==> config.mk <==
export PLATFORM = sky130hd
export DESIGN_NAME = wb_port_arbiter
export DESIGN_NICKNAME = d
export VERILOG_FILES = /design/src/rtl/wb_port_arbiter.sv
export SDC_FILE = /design/constraint.sdc
export NUM_CORES = 1
export LEC_CHECK = 0
export CORE_UTILIZATION = 31
export CTS_CLUSTER_SIZE = 40
export DETAILED_ROUTE_END_ITERATION = 6
export GPL_ROUTABILITY_DRIVEN = 0
export HOLD_SLACK_MARGIN = 0.15
export PLACE_DENSITY = 0.62
export SYNTH_ARGS = -nofsm -noshare
export SYNTH_HDL_FRONTEND = slang
export SYNTH_SLANG_ARGS = --single-unit
==> constraint.sdc <==
create_clock -name clk -period 4.2 [get_ports clk]
set_input_delay 0.84 -clock clk [delete_from_list [all_inputs] [get_ports clk]]
set_output_delay 0.84 -clock clk [all_outputs]
set_load 0.03 [all_outputs]
==> src/rtl/wb_port_arbiter.sv <==
// Register-file write-port arbiter: pipeline writeback has priority, MCU results queue and drain in idle slots.
// Optional macro WB_ARB_HAZARD_EN stalls writeback while a queued MCU entry targets the same register.
module wb_port_arbiter #(
    parameter int DW           = 16,
    parameter int AW           = 8,
    parameter int DEPTH        = 2,
    parameter int STARVE_LIMIT = 8
) (
    input  logic          clk,
    input  logic          rst_n,
    input  logic          wb_we,
    input  logic [DW-1:0] wb_res,
    input  logic [AW-1:0] wb_reg,
    input  logic          mc_valid,
    input  logic [DW-1:0] mc_res,
    input  logic [AW-1:0] mc_reg,
    output logic          mc_ready,
    output logic          stall,
    output logic          rf_we,
    output logic [DW-1:0] rf_data,
    output logic [AW-1:0] rf_addr
);

    localparam int PW = $clog2(DEPTH);
    localparam int CW = $clog2(DEPTH + 1);
    localparam int GW = (STARVE_LIMIT > 1) ? $clog2(STARVE_LIMIT) : 1;
    localparam logic [CW-1:0] DEPTH_C = CW'(DEPTH);
    localparam logic [GW-1:0] AGE_MAX = GW'(STARVE_LIMIT - 1);

    logic [DW-1:0] data_q [DEPTH];
    logic [AW-1:0] reg_q  [DEPTH];

    logic [PW-1:0] rd_ptr_q, rd_ptr_d;
    logic [PW-1:0] wr_ptr_q, wr_ptr_d;
    logic [CW-1:0] count_q, count_d;
    logic [GW-1:0] age_q, age_d;
    logic          force_q, force_d;
    logic          rf_we_q, rf_we_d;
    logic [DW-1:0] rf_data_q, rf_data_d;
    logic [AW-1:0] rf_addr_q, rf_addr_d;

    logic hazard_s;
    logic stall_s;
    logic sel_wb_s;
    logic sel_fifo_s;
    logic ready_s;
    logic push_s;

    // Hazard detection against occupied FIFO entries (only when the option is built in)
    always_comb begin
        hazard_s = 1'b0;
`ifdef WB_ARB_HAZARD_EN
        for (int i = 0; i < DEPTH; i++) begin
            if (wb_we && (CW'(i) < count_q) && (reg_q[rd_ptr_q + PW'(i)] == wb_reg)) begin
                hazard_s = 1'b1;
            end else begin
                hazard_s = hazard_s;
            end
        end
`endif
    end

    // Source selection, FIFO bookkeeping, starvation ageing and write-port next state
    always_comb begin
        stall_s    = force_q | hazard_s;
        sel_wb_s   = wb_we & ~stall_s;
        sel_fifo_s = ~sel_wb_s & (count_q != {CW{1'b0}});
        ready_s    = rst_n & (count_q < DEPTH_C);
        push_s     = mc_valid & ready_s;

        rd_ptr_d = sel_fifo_s ? (rd_ptr_q + PW'(1)) : rd_ptr_q;
        wr_ptr_d = push_s ? (wr_ptr_q + PW'(1)) : wr_ptr_q;
        count_d  = count_q + CW'(push_s) - CW'(sel_fifo_s);

        // A pop or an empty queue restarts the head's wait; reaching the limit forces a one-cycle stall
        force_d = 1'b0;
        if (sel_fifo_s || (count_d == {CW{1'b0}})) begin
            age_d = {GW{1'b0}};
        end else if (age_q == AGE_MAX) begin
            force_d = 1'b1;
            age_d   = {GW{1'b0}};
        end else begin
            age_d = age_q + GW'(1);
        end

        rf_we_d   = sel_wb_s | sel_fifo_s;
        rf_data_d = rf_data_q;
        rf_addr_d = rf_addr_q;
        if (sel_wb_s) begin
            rf_data_d = wb_res;
            rf_addr_d = wb_reg;
        end else if (sel_fifo_s) begin
            rf_data_d = data_q[rd_ptr_q];
            rf_addr_d = reg_q[rd_ptr_q];
        end else begin
            rf_data_d = rf_data_q;
            rf_addr_d = rf_addr_q;
        end
    end

    // Control state and registered write port
    always_ff @(posedge clk) begin
        if (!rst_n) begin
            rd_ptr_q  <= {PW{1'b0}};
            wr_ptr_q  <= {PW{1'b0}};
            count_q   <= {CW{1'b0}};
            age_q     <= {GW{1'b0}};
            force_q   <= 1'b0;
            rf_we_q   <= 1'b0;
            rf_data_q <= {DW{1'b0}};
            rf_addr_q <= {AW{1'b0}};
        end else begin
            rd_ptr_q  <= rd_ptr_d;
            wr_ptr_q  <= wr_ptr_d;
            count_q   <= count_d;
            age_q     <= age_d;
            force_q   <= force_d;
            rf_we_q   <= rf_we_d;
            rf_data_q <= rf_data_d;
            rf_addr_q <= rf_addr_d;
        end
    end

    // MCU result storage
    always_ff @(posedge clk) begin
        if (!rst_n) begin
            for (int i = 0; i < DEPTH; i++) begin
                data_q[i] <= {DW{1'b0}};
                reg_q[i]  <= {AW{1'b0}};
            end
        end else if (push_s) begin
            data_q[wr_ptr_q] <= mc_res;
            reg_q[wr_ptr_q]  <= mc_reg;
        end
    end

    assign stall    = stall_s;
    assign mc_ready = ready_s;
    assign rf_we    = rf_we_q;
    assign rf_data  = rf_data_q;
    assign rf_addr  = rf_addr_q;

endmodule

## Word-level counts from Yosys, hierarchy flattened

Memories as Yosys holds them, arrays and structs flattened. A register that Yosys moved wholly into a read port is not among the register bits.
Cells that the tools add are included.

- Bits in writable memories: 48
- Bits of input ports: 52
- Memory bits (read-only): 0
- Register bits: 33
- Output and inout port bits: 27
- Memories: 2
- Bits in latches: 0

Memory list:

| name | depth | width | rd ports | clocked after Yosys merged registers in | wr ports | RTL line | text |
|---|---|---|---|---|---|---|---|
| data_q | 2 | 16 | 1 | 1 | 2 | 30 | `logic [DW-1:0] data_q [DEPTH];` |
| reg_q | 2 | 8 | 1 | 1 | 2 | 31 | `logic [AW-1:0] reg_q [DEPTH];` |

- Shift operators: 0
- Eq/ne operators: 1
- Bitwise operators: 8
- $lt $le $gt $ge: 1
- Reductions and logical operators: 8
- Mux-type cells: 19
- $mul: 0
- Div/mod/pow operators: 0
- Add/sub/neg operators: 5

Operators by type and width:

| kind | number |
|---|---|
| 16-bit two-way mux | 3 |
| 8-bit two-way mux | 3 |
| 16-bit OR reduction | 1 |
| 1-bit two-way mux | 13 |
| 8-bit OR reduction | 1 |
| 1-bit AND | 4 |
| 2-bit nonzero test | 2 |
| 3-bit by 1-bit adder with 3-bit output, second input constant | 1 |
| 3-bit == test, second input constant | 1 |
| 1-bit inverter | 3 |
| 3-bit OR reduction | 1 |
| 1-bit adder, second input constant | 2 |
| 2-bit by 1-bit adder with 2-bit output | 1 |
| 2-bit zero test | 1 |
| 2-bit less-than comparator, second input constant | 1 |
| 2-bit OR reduction | 1 |
| 2-bit by 1-bit subtractor with 2-bit output | 1 |
| 1-bit logical OR | 1 |
| 1-bit OR | 1 |

## Logic depth before layout (Yosys ltp)

- Depth in word-level cells: 8
- Mapped depth: 10
- Depth with buffers taken out: 8

## Worst setup path after synthesis

OpenSTA, ideal clock, no wires.

- Path kind: input to register
- Start: input mc_valid
- End: memory data_q[0][0], enable pin
- Slack: 1.066 ns
- Stages on the path: 2
- Required time: 3.762 ns
- Path buffers: 0
- Arrival: 2.696 ns
- Cells stage by stage: nand3b_1 > o21ai_0

RTL lines:

| element | RTL line | text |
|---|---|---|
| start, declared | 14 | `input logic mc_valid,` |
| end, declared | 30 |  |

## Worst setup path in the final report

- Start: input rst_n
- End: output mc_ready

- Word-level cells in the longest chain between the ends: 1

Ends and longest elaborated chain:

| element | RTL line | text |
|---|---|---|
| start, declared | 10 | `input logic rst_n,` |
| 1-bit AND | 68 | `ready_s = rst_n & (count_q < DEPTH_C);` |
| end, declared | 17 | `output logic mc_ready,` |

Every way passes these cells.

==> flow_summary.toml <==
[run_status]
status = "finished, final reports clean"

[floorplan]
fp-row-count = 38
io_pins = 79
die_x_um = 108.3
start_util_pct = 32.03
die-area_um2 = 11730
die_h_um = 108.3
core_um2 = 10940

[drt]
drc = 0
wire_per_inst_um = 15.19
viasPerCell = 4.747
routed-via-count = 2473
drtIter0Drc = 97
drt_first_pass_iters = 4
wirelength_um = 7913
antenna_left = 0

[clock_tree]
cts.clk_slew.worst_paths_ns = 0.06
cts_root_buf = "clkbuf_16"
clock_sinks = 82
cts_max_path_buffers = 2
cts_hold_buf = 0
post_cts_resized = 0
clk_latency_ns = 0.33
cts_tree = "built"
htreeDepth = 3
cts_buffers = 9
cts_setup_buffers = 0

[sta]
finalSetupTns_ns = 0
holdWs_ns = 0.4255
period_minus_slack_ns = 3.028
finalCritPeriodShare_pct = 72.10
fmax_mhz = 330.2
max_slew.worst_pin.slew_ns = 0.6036
skew_ns = 0.004649
hold_violations = 0
rsz0062_at_grt = "false"
slew_headroom_pct = 59.76
final_max_slew_viol_count = 0
finalSetupViolCount = 0

[placed_design]
portBuffers = 78
hpwl_um = 5517

[global_routing]
grt_pass1_wl_um = 12760
grt_pass1_vias = 2521
grt-ovfl-total = 0
antenna_found_initial = 0
grt_use_total_pct = 14.37
grt_max_degree = 49

[worst_setup_path]
worstSetupPathType = "input pin to primary output"
slowest_stage = "clkdlybuf4s50_1"
startpoint_type = "input pin"
crit_chain = "clkdlybuf4s50_1 -> buf_4 -> nor2b_1 -> buf_4"
reg2regPathDepth = 9
reg2reg_from = "count_q[1]"
path_common_cell = "buf_4"
reg2reg_to = "age_q[2]"
path_max_fanout = 48
crit_required_ns = 3.36
crit_arrival_ns = 2.19
rrSetupSlack_ns = 2.09
cp-end-kind = "primary output"
cp_slowest_stage_delay_ns = 0.47

[yosys]
ys_seq_area_share_pct = 60.59
ys_async_sr_fraction_pct = 0
ys_ff_latch = 82
muxShareOfSynthArea_pct = 7.360
synth_xor_area_share_pct = 0.8932
yosys_warnings = 0
synth_compound_area_share_pct = 3.501
synth_flop_cell = "edfxtp_1"
ys_top_cells_by_area = "edfxtp_1 (41%), dfxtp_1 (19%), and2_1 (8.6%)"
ys_types = 29
synth_edf_count = 48
syn_area_per_cell_um2 = 11.67
syn_inst = 300
post-synth-top-area-fraction_pct = 41.16
synthSimpleGateAreaFrac_pct = 22.22
netlist_top_cells_count = "and2_1 (48), edfxtp_1 (48), dfxtp_1 (34), nand3_1 (29), nand4_1 (28)"
synth_top_family_by_area = "simple AND/OR/NAND/NOR gates"
syn_area_um2 = 3502
synth_fa_ha_area_share_pct = 1.429
syn-num-nets = 356
synth_top_area_cell = "edfxtp_1"

[layout]
nNetsFinal = 432
antennaDiodeCount = 0
drive_gt1_share_pct = 10.76
final_util_pct = 43.51
area_growth_pct = 35.87
nFillCells = 1051

[pwr]
power.leakage_uw = 0.001788
power_uw = 2398
power_density_nw_per_um2 = 503.9
ir_worst_vdd_v = 0.0002756

[hold_path]
hold_depth = 1
worstHoldStart = "age_q[0]"
hold_path_end = "age_q[0]"
hp-class = "flop to flop"

[run]
max_cap_violations = 0
## report_power, final
| group | internal, uW | switching (uW) | leakage (uW) |
|---|---|---|---|
| Combinational | 245 | 311 | 0.000854 |
| Sequential | 969 | 45.8 | 0.000782 |
| Clock | 519 | 308 | 0.000151 |
| Total | 1730 | 665 | 0.00179 |
## placed cells by master (no fill, tap or decap)
master / n
mux2_2: 14
nand2_1: 10
a21oi_1: 3
and3b_1: 1
clkinv_4: 1
nor2_1: 7
o21ai_0: 1
mux2i_1: 10
dfxtp_1: 34
ha_1: 4
and3_1: 1
clkinvlp_4: 2
nor3_1: 1
nor3b_1: 2
inv_1: 14
o221ai_1: 10
nand2b_1: 2
or2_1: 1
nor2b_1: 3
a221o_1: 1
or3_1: 1
edfxtp_1: 48
nand4_1: 28
xnor2_1: 1
clkdlybuf4s50_1: 77
nand3_1: 29
clkbuf_16: 9
xnor3_1: 1
and2_1: 48
o21ai_2: 1
nand3b_1: 2
buf_4: 10
clkinv_2: 2
bufinv_16: 2
## worst max path at each step
| stage | slack (ns) | cells past startpoint | end | startpoint |
|---|---|---|---|---|
| 2_1_floorplan | 1.07 | 2 | data_q[0][0] | mc_valid |
| 3_3_place_gp | 1.05 | 7 | reg_q[1][5] | rst_n |
| 3_5_place_dp | 0.99 | 7 | reg_q[1][5] | rst_n |
| 4_1_cts | 1.16 | 4 | mc_ready | rst_n |
| 5_1_grt | 1.05 | 4 | mc_ready | rst_n |
| 6_report | 1.17 | 4 | mc_ready | rst_n |
## flip-flops by register name, summed over array words and instances (netlist names), named ones only
| signal | count |
|---|---|
| data_q | 32 |
| wr_ptr_q | 1 |
| rf_data | 16 |
| count_q | 2 |
| rd_ptr_q | 1 |
| rf_we | 1 |
| reg_q | 16 |
| age_q | 3 |
| rf_addr | 8 |
| stall | 1 |
## cell families (layout without fill, tap and decap cells)
family | after synthesis | count (layout)
compound gates | 16 | 16
mux | 24 | 24
fa+ha+maj | 4 | 4
simple gates | 136 | 136
flops | 82 | 82
buf+inv | 36 | 117
xor+xnor | 2 | 2
## area by class of cell
type	count	area [um^2]	share of cell area [%]
flip-flops and latches	82	2122	44.60
multi-input cells	182	1244	26.14
repair buffers	87	845.8	17.78
clock buffers	9	225.2	4.733
well taps	140	175.2	3.681
clock inverters	7	93.84	1.972
inverters	14	52.55	1.104
## layer usage
| metal | global-route usage [%] | vias to the layer above | part of all wire [%] |
|---|---|---|---|
| met4 | 5.309 | 0 | 2.0 |
| met3 | 3.496 | 10 | 3.7 |
| met1 | 17.06 | 1170 | 44 |
| met2 | 25.11 | 51 | 50 |
| li1 | - | 1242 | - |
| met5 | 0 | - | 0 |
## stage by stage
step                      instances  setup WS [ns]  area (um^2)
final                           521          1.172         4758
after floorplan                 300          1.066         3502
after global routing            521          1.050         4758
after global placement          505          1.052         4439
after detailed placement        505         0.9934         4439
after CTS                       521          1.164         4758
## critical path, delay by kind of cell
| family | cells | cell delay (ns) |
|---|---|---|
| buf+inv | 3 | 1.08 |
| simple gates | 1 | 0.27 |
(Power assumes the default switching activity.)
